==> config.mk <==
export PLATFORM = sky130hd
export DESIGN_NAME = pilha_parametrizada
export DESIGN_NICKNAME = d
export VERILOG_FILES = /design/src/rtl/pilha_parametrizada.sv
export SDC_FILE = /design/constraint.sdc
export NUM_CORES = 1
export LEC_CHECK = 0
export ABC_CLOCK_PERIOD_IN_PS = 4050
export CELL_PAD_IN_SITES_DETAIL_PLACEMENT = 1
export CELL_PAD_IN_SITES_GLOBAL_PLACEMENT = 1
export CORE_UTILIZATION = 47
export DETAILED_ROUTE_END_ITERATION = 8
export GPL_TIMING_DRIVEN = 0
export PLACE_DENSITY = 0.77
export SLEW_MARGIN = 25
export SYNTH_ARGS = -nofsm -noshare
export SYNTH_HDL_FRONTEND = slang
export SYNTH_SLANG_ARGS = --single-unit
export TNS_END_PERCENT = 10
==> constraint.sdc <==
create_clock -name clk -period 4.05 [get_ports clk]
set_clock_uncertainty 0.05 [all_clocks]
set_input_delay 0.81 -clock clk [delete_from_list [all_inputs] [get_ports clk]]
set_output_delay 0.81 -clock clk [all_outputs]
set_load 0.05 [all_outputs]
==> src/rtl/pilha_parametrizada.sv <==
// Parametrised LIFO stack for return addresses: top-of-stack peek, occupancy,
// almost-full threshold, sticky overflow/underflow flags and push+pop replace-top.
module pilha_parametrizada #(
    parameter int DATA_WIDTH      = 8,
    parameter int DEPTH           = 8,
    parameter int ALMOST_FULL_LVL = DEPTH - 1
) (
    input  logic                         clk,
    input  logic                         reset,
    input  logic                         push,
    input  logic                         pop,
    input  logic [DATA_WIDTH-1:0]        data_in,
    input  logic                         clear_err,
    output logic [DATA_WIDTH-1:0]        data_out,
    output logic                         pop_valid,
    output logic [DATA_WIDTH-1:0]        top,
    output logic [$clog2(DEPTH+1)-1:0]   count,
    output logic                         empty,
    output logic                         full,
    output logic                         almost_full,
    output logic                         overflow,
    output logic                         underflow
);

    localparam int CW = $clog2(DEPTH + 1);
    localparam int AW = $clog2(DEPTH);

    logic [DATA_WIDTH-1:0] mem [DEPTH];

    logic [CW-1:0]         count_q, count_d;
    logic [DATA_WIDTH-1:0] data_out_q, data_out_d;
    logic                  pop_valid_q, pop_valid_d;
    logic                  overflow_q, overflow_d;
    logic                  underflow_q, underflow_d;

    logic                  empty_w, full_w;
    logic                  push_ok, pop_ok;
    logic                  wr_en;
    logic [AW-1:0]         wr_idx, top_idx;

    assign empty_w = (count_q == '0);
    assign full_w  = (count_q == CW'(DEPTH));
    assign top_idx = AW'(count_q - CW'(1));

    // A push on a full stack is only accepted when paired with a pop (replace-top).
    assign push_ok = push & (~full_w | pop);
    assign pop_ok  = pop & ~empty_w;

    always_comb begin
        count_d     = count_q;
        wr_en       = 1'b0;
        wr_idx      = AW'(count_q);
        data_out_d  = data_out_q;
        pop_valid_d = pop_ok;
        if (pop_ok) begin
            data_out_d = mem[top_idx];
        end
        if (push_ok && pop_ok) begin
            wr_en  = 1'b1;
            wr_idx = top_idx;
        end else if (push_ok) begin
            wr_en   = 1'b1;
            count_d = count_q + CW'(1);
        end else if (pop_ok) begin
            count_d = count_q - CW'(1);
        end
    end

    // A fresh error in the same cycle as clear_err keeps the flag set.
    assign overflow_d  = (push & ~pop & full_w) | (overflow_q & ~clear_err);
    assign underflow_d = (pop & empty_w) | (underflow_q & ~clear_err);

    always_ff @(posedge clk or posedge reset) begin
        if (reset) begin
            count_q     <= '0;
            data_out_q  <= '0;
            pop_valid_q <= 1'b0;
            overflow_q  <= 1'b0;
            underflow_q <= 1'b0;
        end else begin
            count_q     <= count_d;
            data_out_q  <= data_out_d;
            pop_valid_q <= pop_valid_d;
            overflow_q  <= overflow_d;
            underflow_q <= underflow_d;
        end
    end

    // Storage is deliberately left out of reset.
    always_ff @(posedge clk) begin
        if (wr_en) begin
            mem[wr_idx] <= data_in;
        end
    end

    assign data_out    = data_out_q;
    assign pop_valid   = pop_valid_q;
    assign top         = empty_w ? '0 : mem[top_idx];
    assign count       = count_q;
    assign empty       = empty_w;
    assign full        = full_w;
    assign almost_full = (count_q >= CW'(ALMOST_FULL_LVL));
    assign overflow    = overflow_q;
    assign underflow   = underflow_q;

endmodule

; ---- After elaboration in Yosys (flattened, before gate mapping)
; Memory sizes are Yosys's and may differ from the RTL's.
; Index checks and enable logic that the tools add are counted.
[totals]
regBits = 15
ramBits = 64
input_bits = 13
out_inout_bits = 26
word_cells = 37
mem_count = 1
[memory_table]
columns = memory, words, word_bits, rd, rd_ports_with_merged_regs, write_ports, line
row1 = mem, 8, 8, 1, 0, 1, 28  ; logic [DATA_WIDTH-1:0] mem [DEPTH];
[classes]
n_addsub = 2
order_cmp = 1
n_eq_ne = 1
mux = 8
bitwise_logic = 15
n_reduce_logical = 4
[op_table]
columns = op, count
row1 = $mux 4, 2
row2 = $mux 8, 1
row3 = $and 1x1->1, 7
row4 = $not 1->1, 5
row5 = $add 4x1->4 const B, 1
row6 = $eq 4x4->1 const B, 1
row7 = $ge 4x3->1 const B, 1
row8 = $logic_not 4->1, 1
row9 = $mux 1, 4
row10 = $sub 4x1->4 const B, 1
row11 = $mux 3, 1
row12 = $or 1x1->1, 3
row13 = $reduce_and 2->1, 1
row14 = $reduce_bool 2->1, 1
row15 = $logic_and 1x1->1, 1

; ---- Logic depth before layout (Yosys ltp)
; Gate-level depths: netlist of the first run.
[logic_depth]
depth_word = 8
mapped_depth = 14
depth_no_buf = 10

; ---- Worst setup path before layout of the first run
; OpenSTA, ideal clock, no wires.
[synth_timing]
path_kind = register to register
startpoint = reg count_q[0] (netlist: count[0])
endpoint = mem mem[0][0] (enable)
setup_time_ps = 370
arrival_time_ps = 3266
t_required_ps = 3630
path_slack_ps = 363
path_stages_with_launch = 14
n_path_buf = 4
period_less_slack_ps = 3687
cell_sequence = dfrtp_1 buf_4 buf_2 inv_1 ha_1 buf_6 nor3b_2 or2b_4 buf_6 inv_2 ha_1 xor2_1 or3b_1 nor2_1
[synth_via]
word_cells_on_any_way = 14
cone_classes = add/sub (1) / eq/ne (1) / mux (5) / bitwise (5) / reduce/logical (2)
[synth_rtl]
columns = element, line
row1 = "start, declared", 30  ; logic [CW-1:0] count_q, count_d;
row2 = "start signal, assigned", 81  ; count_q <= count_d;
row3 = $logic_not 4->1 (*), 41  ; assign empty_w = (count_q == '0);
row4 = $not 1->1 (*), 47  ; assign pop_ok = pop & ~empty_w;
row5 = $and 1x1->1 (*), 47
row6 = via pop_ok, 37  ; logic push_ok, pop_ok;
row7 = $logic_and 1x1->1 (*), 58  ; if (push_ok && pop_ok) begin
row8 = $mux 1, 58
row9 = $mux 1, 91  ; if (wr_en) begin
row10 = $mux 1 (not written as such), 92  ; mem[wr_idx] <= data_in;
row11 = "end, declared", 28
; Mark *: on every way through the listed nets, which the timed path passes. The rest lies on a longest branch.

; ---- Final worst setup path of the first run
[layout_timing]
startpoint = reg count_q[0] (netlist: count[0])
endpoint = mem mem[4][5] (enable)
; Same word-level chain as after synthesis.

==> results of run 1 <==
## placed cells by master, fill, tap and decap left out, drive strengths merged, types with 5 or more instances in the layout
| cell type | count |
|---|---|
| buf | 10 |
| edfxtp | 64 |
| nand4 | 10 |
| mux2i | 34 |
| clkbuf | 19 |
| dlygate4sd2 | 5 |
| dfrtp | 15 |
| nor2 | 18 |
| inv | 8 |
| clkdlybuf4s50 | 30 |
| o21ai | 11 |
| nand3 | 32 |
| nand2 | 13 |
## final timing paths
kind	end	slack, ps
worst min register to register	data_out[1]	430
min in group asynchronous	data_out[6]	780
worst min-delay path	data_out[1]	430
max in group asynchronous	data_out[2]	2790
worst max register to register	mem[4][5]	110
worst max-delay path	mem[4][5]	110
## sequential cells by signal (all words and copies together) (netlist names)
signal     count
mem           64
data_out       8
count          4
overflow       1
pop_valid      1
underflow      1
## what timing repair did
item                       in CTS  in global routing
setup endpoints to repair       8                 72
hold buffers                    0                  0
resized for setup               9                 13
## worst min-delay path, stage by stage, from the launching register on
cell     delay (ps)
dfrtp_1         340
nand2_1          60
o21ai_2          50
## stage by stage
step | std cells | instance area, um2
floorplan | 245 | 3580
global placement | 382 | 4090
detailed placement | 382 | 4090
CTS | 398 | 4260
global route | 398 | 4270
finish | 398 | 4270
## layer usage
layer | share of wire (%) | vias up | global-route usage (%)
li1 | - | 1008 | -
met1 | 45 | 1076 | 27.9
met2 | 49 | 73 | 35.4
met3 | 5.0 | 13 | 4.43
met4 | 1.4 | 0 | 9.09
met5 | 0 | - | 0
## final cells by class
class | instances | area (um2)
sequential | 79 | 2300
buffer | 13 | 116
clock buffer | 13 | 149
fill | 738 | 3030
timing repair buffer | 38 | 359
tap | 99 | 124
inverter | 8 | 32.5
clock inverter | 3 | 21.3
multi-input combinational | 145 | 1170
## kinds of logic (layout without fill, tap and decap cells)
logic type / count (synthesis) / after routing
buffers and inverters: 21 / 75
xor gates and xnor gates: 7 / 7
and+or+nand+nor: 81 / 81
adders and majority gates: 4 / 4
muxes: 35 / 35
AOI/OAI and AO/OA: 18 / 18
DFF: 79 / 79
==> flow_summary.json, run 1 <==
{
  "status": "complete, no violations",
  "synth_seq_cells": 79,
  "rsz0062_at_grt": "yes",
  "cp_max_fo": 10,
  "start_util_pct": 49.1,
  "area_growth_pct": 19.0,
  "insertedDiodeCount": 0,
  "synth_compound_area_share_pct": 3.70,
  "synthMuxAreaShare_pct": 9.81,
  "dr_total_vias": 2170,
  "core_area_um2": 7290,
  "syn-num-nets": 262,
  "fin_hold_ws_ps": 426,
  "timing.rr.start": "count[0]",
  "io_pins": 39,
  "hpwl_um": 5350,
  "worst_r2r_path_depth": 13,
  "slew_violations": 0,
  "synth_top_area_share_pct": 53.6,
  "netlist_instances": 245,
  "cts.sinks": 79,
  "slowest_delay_ps": 760,
  "pre_cts_ws_ps": -9.34,
  "fin_crit_sh_pct": 97.2,
  "crit_buf_inv": 6,
  "grt_pass1_wl_um": 11800,
  "synth_xor_area_share_pct": 2.44,
  "fin_setup_tns_ps": 0,
  "synth_most_common_cell": "edfxtp_1",
  "cp-start-kind": "flip-flop",
  "cp.required_ps": 3970,
  "worstHoldStart": "data_out[1]",
  "max_freq_mhz": 254,
  "crit_path_top_delay_cell": "nor2_1",
  "critical_path.top_delay_family": "simple AND/OR/NAND/NOR gates",
  "grt_max_degree": 16,
  "synth-edff-count": 64,
  "path_class": "reg -> reg",
  "crit_arrival_ps": 3850,
  "path_cells": "buf_4 -> clkbuf_4 -> inv_1 -> ha_1 -> buf_6 -> nor3b_2 -> or2b_4 -> buf_6 -> inv_2 -> ha_1 -> xor2_1 -> or3b_1 -> nor2_1",
  "die_area_um2": 7980,
  "synthTopCellsByCount": "64 x edfxtp_1, 34 x mux2i_1, 22 x nand3_1",
  "critPathCaptureType": "flip-flop",
  "synth.area.top_cells": "edfxtp_1 54%, dfrtp_1 10%, mux2i_1 9.5%",
  "clk_pin_slew_worst_paths_ps": 70,
  "clock_latency_ps": 340,
  "synthFlopType": "edfxtp_1",
  "crit_start": "count[0]",
  "ys_warn_count": 0,
  "wl_per_cell_um": 19.7,
  "grt_use_total_pct": 21.5,
  "cap_violations": 0,
  "firstDrtPassIters": 4,
  "yosys.area_share.simple_pct": 14.5,
  "ys_types": 37,
  "final.setup.worst_slack_ps": 112,
  "synth_top_family_by_area": "simple AND/OR/NAND/NOR gates",
  "period_needed_ps": 3940,
  "grt-ovfl-total": 0,
  "path_depth": 13,
  "final-hold-violation-count": 0,
  "slew_headroom_pct": 37.1,
  "htree_levels": 3,
  "tightest_slew_ps": 939,
  "grt_pass1_vias": 2213,
  "io_buffer_count": 38,
  "grt_antenna_before_repair": 0,
  "postCtsSetupRepairBufs": 0,
  "min_path_cells": 2,
  "nets": 311,
  "viasPerCell": 5.45,
  "antenna_left": 0,
  "die_x_um": 89.3,
  "clk_path_buf_depth": 2,
  "num_rows": 31,
  "clock-root-buffer": "clkbuf_8",
  "synth_area_um2": 3580,
  "gp_congestion": 0.745,
  "drc": 0,
  "cts_tree": "built",
  "synthAdderAreaFrac_pct": 1.40,
  "yosysTopAreaCell": "edfxtp_1",
  "numCtsBuffers": 9,
  "drt_iter0_markers": 133,
  "ys_seq_area_share_pct": 64.1,
  "async_flop_share_pct": 19.0,
  "totalWireLength_um": 7860,
  "holdCritPathClass": "reg -> reg",
  "fin_util_pct": 58.5,
  "finalSetupViolCount": 0,
  "syn_area_per_cell_um2": 14.6,
  "die_h_um": 89.3,
  "final_layout_size_suffix_gt1_share_pct": 23.1
}
Power of run 1 is not shown: default switching activity piles up to over one toggle a cycle in this logic, so the estimate is an artifact.
==> run 2: changes to the inputs <==
--- a/config.mk
+++ b/config.mk
@@ -5,9 +5,10 @@
 export SDC_FILE = /design/constraint.sdc
 export NUM_CORES = 1
 export LEC_CHECK = 0
-export ABC_CLOCK_PERIOD_IN_PS = 4050
+export ABC_CLOCK_PERIOD_IN_PS = 3980
 export CELL_PAD_IN_SITES_DETAIL_PLACEMENT = 1
 export CELL_PAD_IN_SITES_GLOBAL_PLACEMENT = 1
+export CORE_ASPECT_RATIO = 1.4
 export CORE_UTILIZATION = 47
 export DETAILED_ROUTE_END_ITERATION = 8
 export GPL_TIMING_DRIVEN = 0
==> constraint.sdc (replaced) <==
create_clock -name clk -period 3.98 [get_ports clk]
set_clock_uncertainty 0.05 [all_clocks]
set_input_delay 0.796 -clock clk [delete_from_list [all_inputs] [get_ports clk]]
set_output_delay 0.796 -clock clk [all_outputs]
set_load 0.05 [all_outputs]
==> flow_summary.json, run 2 (synthesis gave the netlist of run 1 again) <==
{
  "postCtsSetupRepairBufs": 0,
  "io_pins": 39,
  "tightest_slew_ps": 936,
  "clk_pin_slew_worst_paths_ps": 80,
  "grt_pass1_wl_um": 12200,
  "clock-root-buffer": "clkbuf_8",
  "cp-endpoint": "mem[7][5]",
  "crit_start": "count[0]",
  "grt_max_degree": 16,
  "dr_total_vias": 2151,
  "cp-start-kind": "flip-flop",
  "grt_use_total_pct": 22.2,
  "viasPerCell": 5.45,
  "worst_r2r_path_depth": 14,
  "drt_iter0_markers": 97,
  "crit_arrival_ps": 3870,
  "final_layout_size_suffix_gt1_share_pct": 22.1,
  "start_util_pct": 48.7,
  "critPathCaptureType": "flip-flop",
  "insertedDiodeCount": 0,
  "rsz0062_at_grt": "yes",
  "die_x_um": 75.8,
  "holdCritPathClass": "reg -> reg",
  "post_cts_resized": 13,
  "num_rows": 37,
  "core_area_um2": 7360,
  "regMostFlops": "mem",
  "drc": 0,
  "grt_pass1_vias": 2292,
  "worstHoldStart": "data_out[2]",
  "period_needed_ps": 3940,
  "firstDrtPassIters": 4,
  "htree_levels": 3,
  "die_h_um": 105,
  "final.setup.worst_slack_ps": 38.5,
  "cts_tree": "built",
  "pre_cts_ws_ps": -124,
  "cts.sinks": 79,
  "die_area_um2": 7980,
  "finalSetupViolCount": 0,
  "cp.required_ps": 3900,
  "layout_common_cells": "64 x edfxtp_1, 34 x mux2i_1, 30 x clkdlybuf4s50_1",
  "cap_violations": 0,
  "final-hold-violation-count": 0,
  "io_buffer_count": 38,
  "gp_congestion": 0.782,
  "r2r_end": "mem[7][5]",
  "grt-ovfl-total": 0,
  "slew_violations": 0,
  "wl_per_cell_um": 20.2,
  "status": "complete, no violations",
  "path_class": "reg -> reg",
  "max_freq_mhz": 254,
  "numCtsBuffers": 9,
  "grt_antenna_before_repair": 0,
  "largest_reg_flops": 64,
  "totalWireLength_um": 7990,
  "area_growth_pct": 19.4,
  "cp_max_fo": 10,
  "clock_latency_ps": 350,
  "slew_headroom_pct": 37.3,
  "r2r_setup_slack_ps": 40,
  "antenna_left": 0,
  "final_common_cell": "edfxtp_1",
  "fin_crit_sh_pct": 99.0,
  "hpwl_um": 5570,
  "ctsHoldBuffers": 0,
  "clk_path_buf_depth": 2,
  "nets": 311,
  "timing.rr.start": "count[0]"
}
==> run 2: cell types whose count changed in the layout (fill, tap and decap cells not counted), sizes merged <==
cell         change
bufinv           +1
buf              +1
dlygate4sd2      +2
clkinv           +1
clkbuf           -6
==> run 2: stage by stage <==
stage               TNS, ps  hold WS, ps  utilization, %  area, um2  cells
CTS                       0          432            58.1       4270    395
detailed placement    -3770          415            55.5       4090    380
finish                    0          427            58.1       4280    395
floorplan                 0          609               -       3580    245
global route          -4640          441            58.1       4280    395
global placement       -148          412            55.5       4090    380
==> run 2: area by class of cell <==
type / count / area (um2)
clock buffers: 10 / 128
plain buffers: 13 / 116
multi-input cells: 145 / 1170
well taps: 97 / 121
repair buffers: 38 / 367
flip-flops and latches: 79 / 2300
inverters: 8 / 32.5
clock inverters: 5 / 50.0
fillers: 729 / 3080
==> run 2: metal layers <==
metal  global-route usage [%]  part of all wire [%]  vias up
li1                         -                     -     1002
met1                     26.0                    40     1064
met2                     36.3                    52       64
met3                     6.41                   4.2       21
met4                     10.6                   3.3        0
met5                        0                     0        -
==> run 2: critical path, stage by stage, from the launching register on <==
cell and delay [ps]:
dfrtp_1 380, buf_4 220, buf_4 250, inv_1 90, ha_1 210, buf_6 150, nor3b_2 160, or2b_4 320
buf_6 160, inv_2 70, ha_1 260, nand2b_1 110, o22ai_1 230, a32oi_1 130, nor2_1 750
==> run 2: worst min path at each step <==
stage,endpoint,cells after the start
2_1_floorplan,data_out[0],4
3_3_place_gp,data_out[3],2
3_5_place_dp,data_out[2],2
4_1_cts,data_out[2],2
5_1_grt,data_out[2],2
6_report,data_out[2],2
Power of run 2 is left out for the same reason.
==> run 3: changes to the inputs <==
==> constraint.sdc (replaced) <==
create_clock -name clk -period 3.98 [get_ports clk]
set_clock_uncertainty 0.05 [all_clocks]
set_input_delay 0.398 -clock clk [delete_from_list [all_inputs] [get_ports clk]]
set_output_delay 0.398 -clock clk [all_outputs]
set_load 0.05 [all_outputs]
==> flow_summary.json, run 3 (synthesis gave the netlist of run 1 again) <==
{
  "firstDrtPassIters": 4,
  "tightest_slew_ps": 617,
  "finalSetupViolCount": 0,
  "holdCritPathClass": "in -> async",
  "drc": 0,
  "area_growth_pct": 20.9,
  "critPathCaptureType": "flip-flop",
  "grt_antenna_before_repair": 0,
  "crit_path_top_delay_cell": "nor2_2",
  "cp-start-kind": "flip-flop",
  "nets": 311,
  "fin_crit_sh_pct": 97.8,
  "fillers": 724,
  "crit_arrival_ps": 3820,
  "die_area_um2": 7980,
  "slew_headroom_pct": 58.8,
  "path_class": "reg -> reg",
  "numCtsBuffers": 9,
  "grt_pass1_vias": 2297,
  "viasPerCell": 5.50,
  "clock_latency_ps": 350,
  "start_util_pct": 48.7,
  "wl_met3_um": 320,
  "path_cells": "buf_4 -> buf_2 -> inv_1 -> ha_1 -> buf_6 -> nor3b_2 -> or2b_4 -> buf_6 -> inv_2 -> ha_1 -> xor2_1 -> or3b_1 -> nor2_2",
  "clock-root-buffer": "clkbuf_8",
  "final_layout_size_suffix_gt1_share_pct": 22.8,
  "grt_pass1_wl_um": 12200,
  "cts_tree": "built",
  "cp.required_ps": 3910,
  "core_area_um2": 7360,
  "final_common_cell": "edfxtp_1",
  "io_buffer_count": 38,
  "cap_violations": 0,
  "status": "complete, no violations",
  "clk_pin_slew_worst_paths_ps": 80,
  "drt_iter0_markers": 83,
  "gp_congestion": 0.782,
  "placed_area_um2": 4090,
  "wl_per_cell_um": 20.3,
  "crit_buf_inv": 6,
  "fin_hold_ws_ps": 347,
  "slew_violations": 0,
  "period_needed_ps": 3890,
  "top_layer_used": "met4",
  "clk_path_buf_depth": 2,
  "layout_common_cells": "64 x edfxtp_1, 34 x mux2i_1, 30 x clkdlybuf4s50_1",
  "rsz0062_at_grt": "yes",
  "io_pins": 39,
  "grt_use_total_pct": 22.2,
  "grt_max_degree": 16,
  "die_x_um": 75.8,
  "cp_max_fo": 10,
  "grt-ovfl-total": 0,
  "routedLengthMet1_um": 3280,
  "critical_path.top_delay_family": "simple AND/OR/NAND/NOR gates",
  "wl_met2_um": 4170,
  "die_h_um": 105,
  "fin_util_pct": 58.9,
  "cts.sinks": 79,
  "insertedDiodeCount": 0,
  "regMostFlops": "mem",
  "dr_total_vias": 2174,
  "hpwl_um": 5570,
  "multiInputGateArea_um2": 1200,
  "totalWireLength_um": 8030,
  "antenna_left": 0,
  "register_area_um2": 2300,
  "largest_reg_flops": 64,
  "htree_levels": 3,
  "final-hold-violation-count": 0,
  "num_rows": 37,
  "slowest_delay_ps": 550,
  "fin_area_um2": 4330,
  "max_freq_mhz": 257
}
## run 3: cell count changes in the layout (fill, tap and decap cells not counted), sizes merged
cell and change:
dlymetal6s2s +5, buf +1, dlygate4sd2 -4, clkbuf -2
## run 3: final timing paths
| kind | from | end | slack [ps] | depth (start not counted) |
|---|---|---|---|---|
| worst max-delay path | count[0] | mem[2][0] | 90 | 13 |
| worst min-delay path | reset | underflow | 350 | 2 |
| worst max register to register | count[0] | mem[2][0] | 90 | 13 |
| worst min register to register | data_out[2] | data_out[2] | 430 | 2 |
| max in group asynchronous | reset | data_out[7] | 3150 | 2 |
| min in group clk | data_out[2] | data_out[2] | 430 | 2 |
## run 3: cell type report
cell class                 count  area share [%]
timing repair buffer          38            8.98
sequential                    79            53.0
buffer                        13            2.57
inverter                       8           0.751
tap                           97            2.80
clock buffer                  10            2.95
multi-input combinational    145            27.8
clock inverter                 5            1.16
## run 3: what timing repair did
action / 4_1_cts / 5_1_grt
setup endpoints to repair: 72 / 69
pin swaps: 0 / 0
hold buffers: 0 / 0
gates resized for setup: 8 / 15
setup buffers: 0 / 0
## run 3: metal layers
layer,track usage [%],vias to the layer above
met5,0,-
met4,10.6,0
met1,26.1,1089
li1,-,1002
met3,6.41,19
met2,36.2,64
## run 3: metrics by stage
step | setup slack, ps | cells | TNS, ps
final | 89.4 | 395 | 0
after global routing | -121 | 395 | -1570
after CTS | -68.5 | 395 | -1480
after detailed placement | -124 | 380 | -3450
after global placement | 5.70 | 380 | 0
after floorplan | 293 | 245 | 0
Power of run 3 is left out for the same reason.
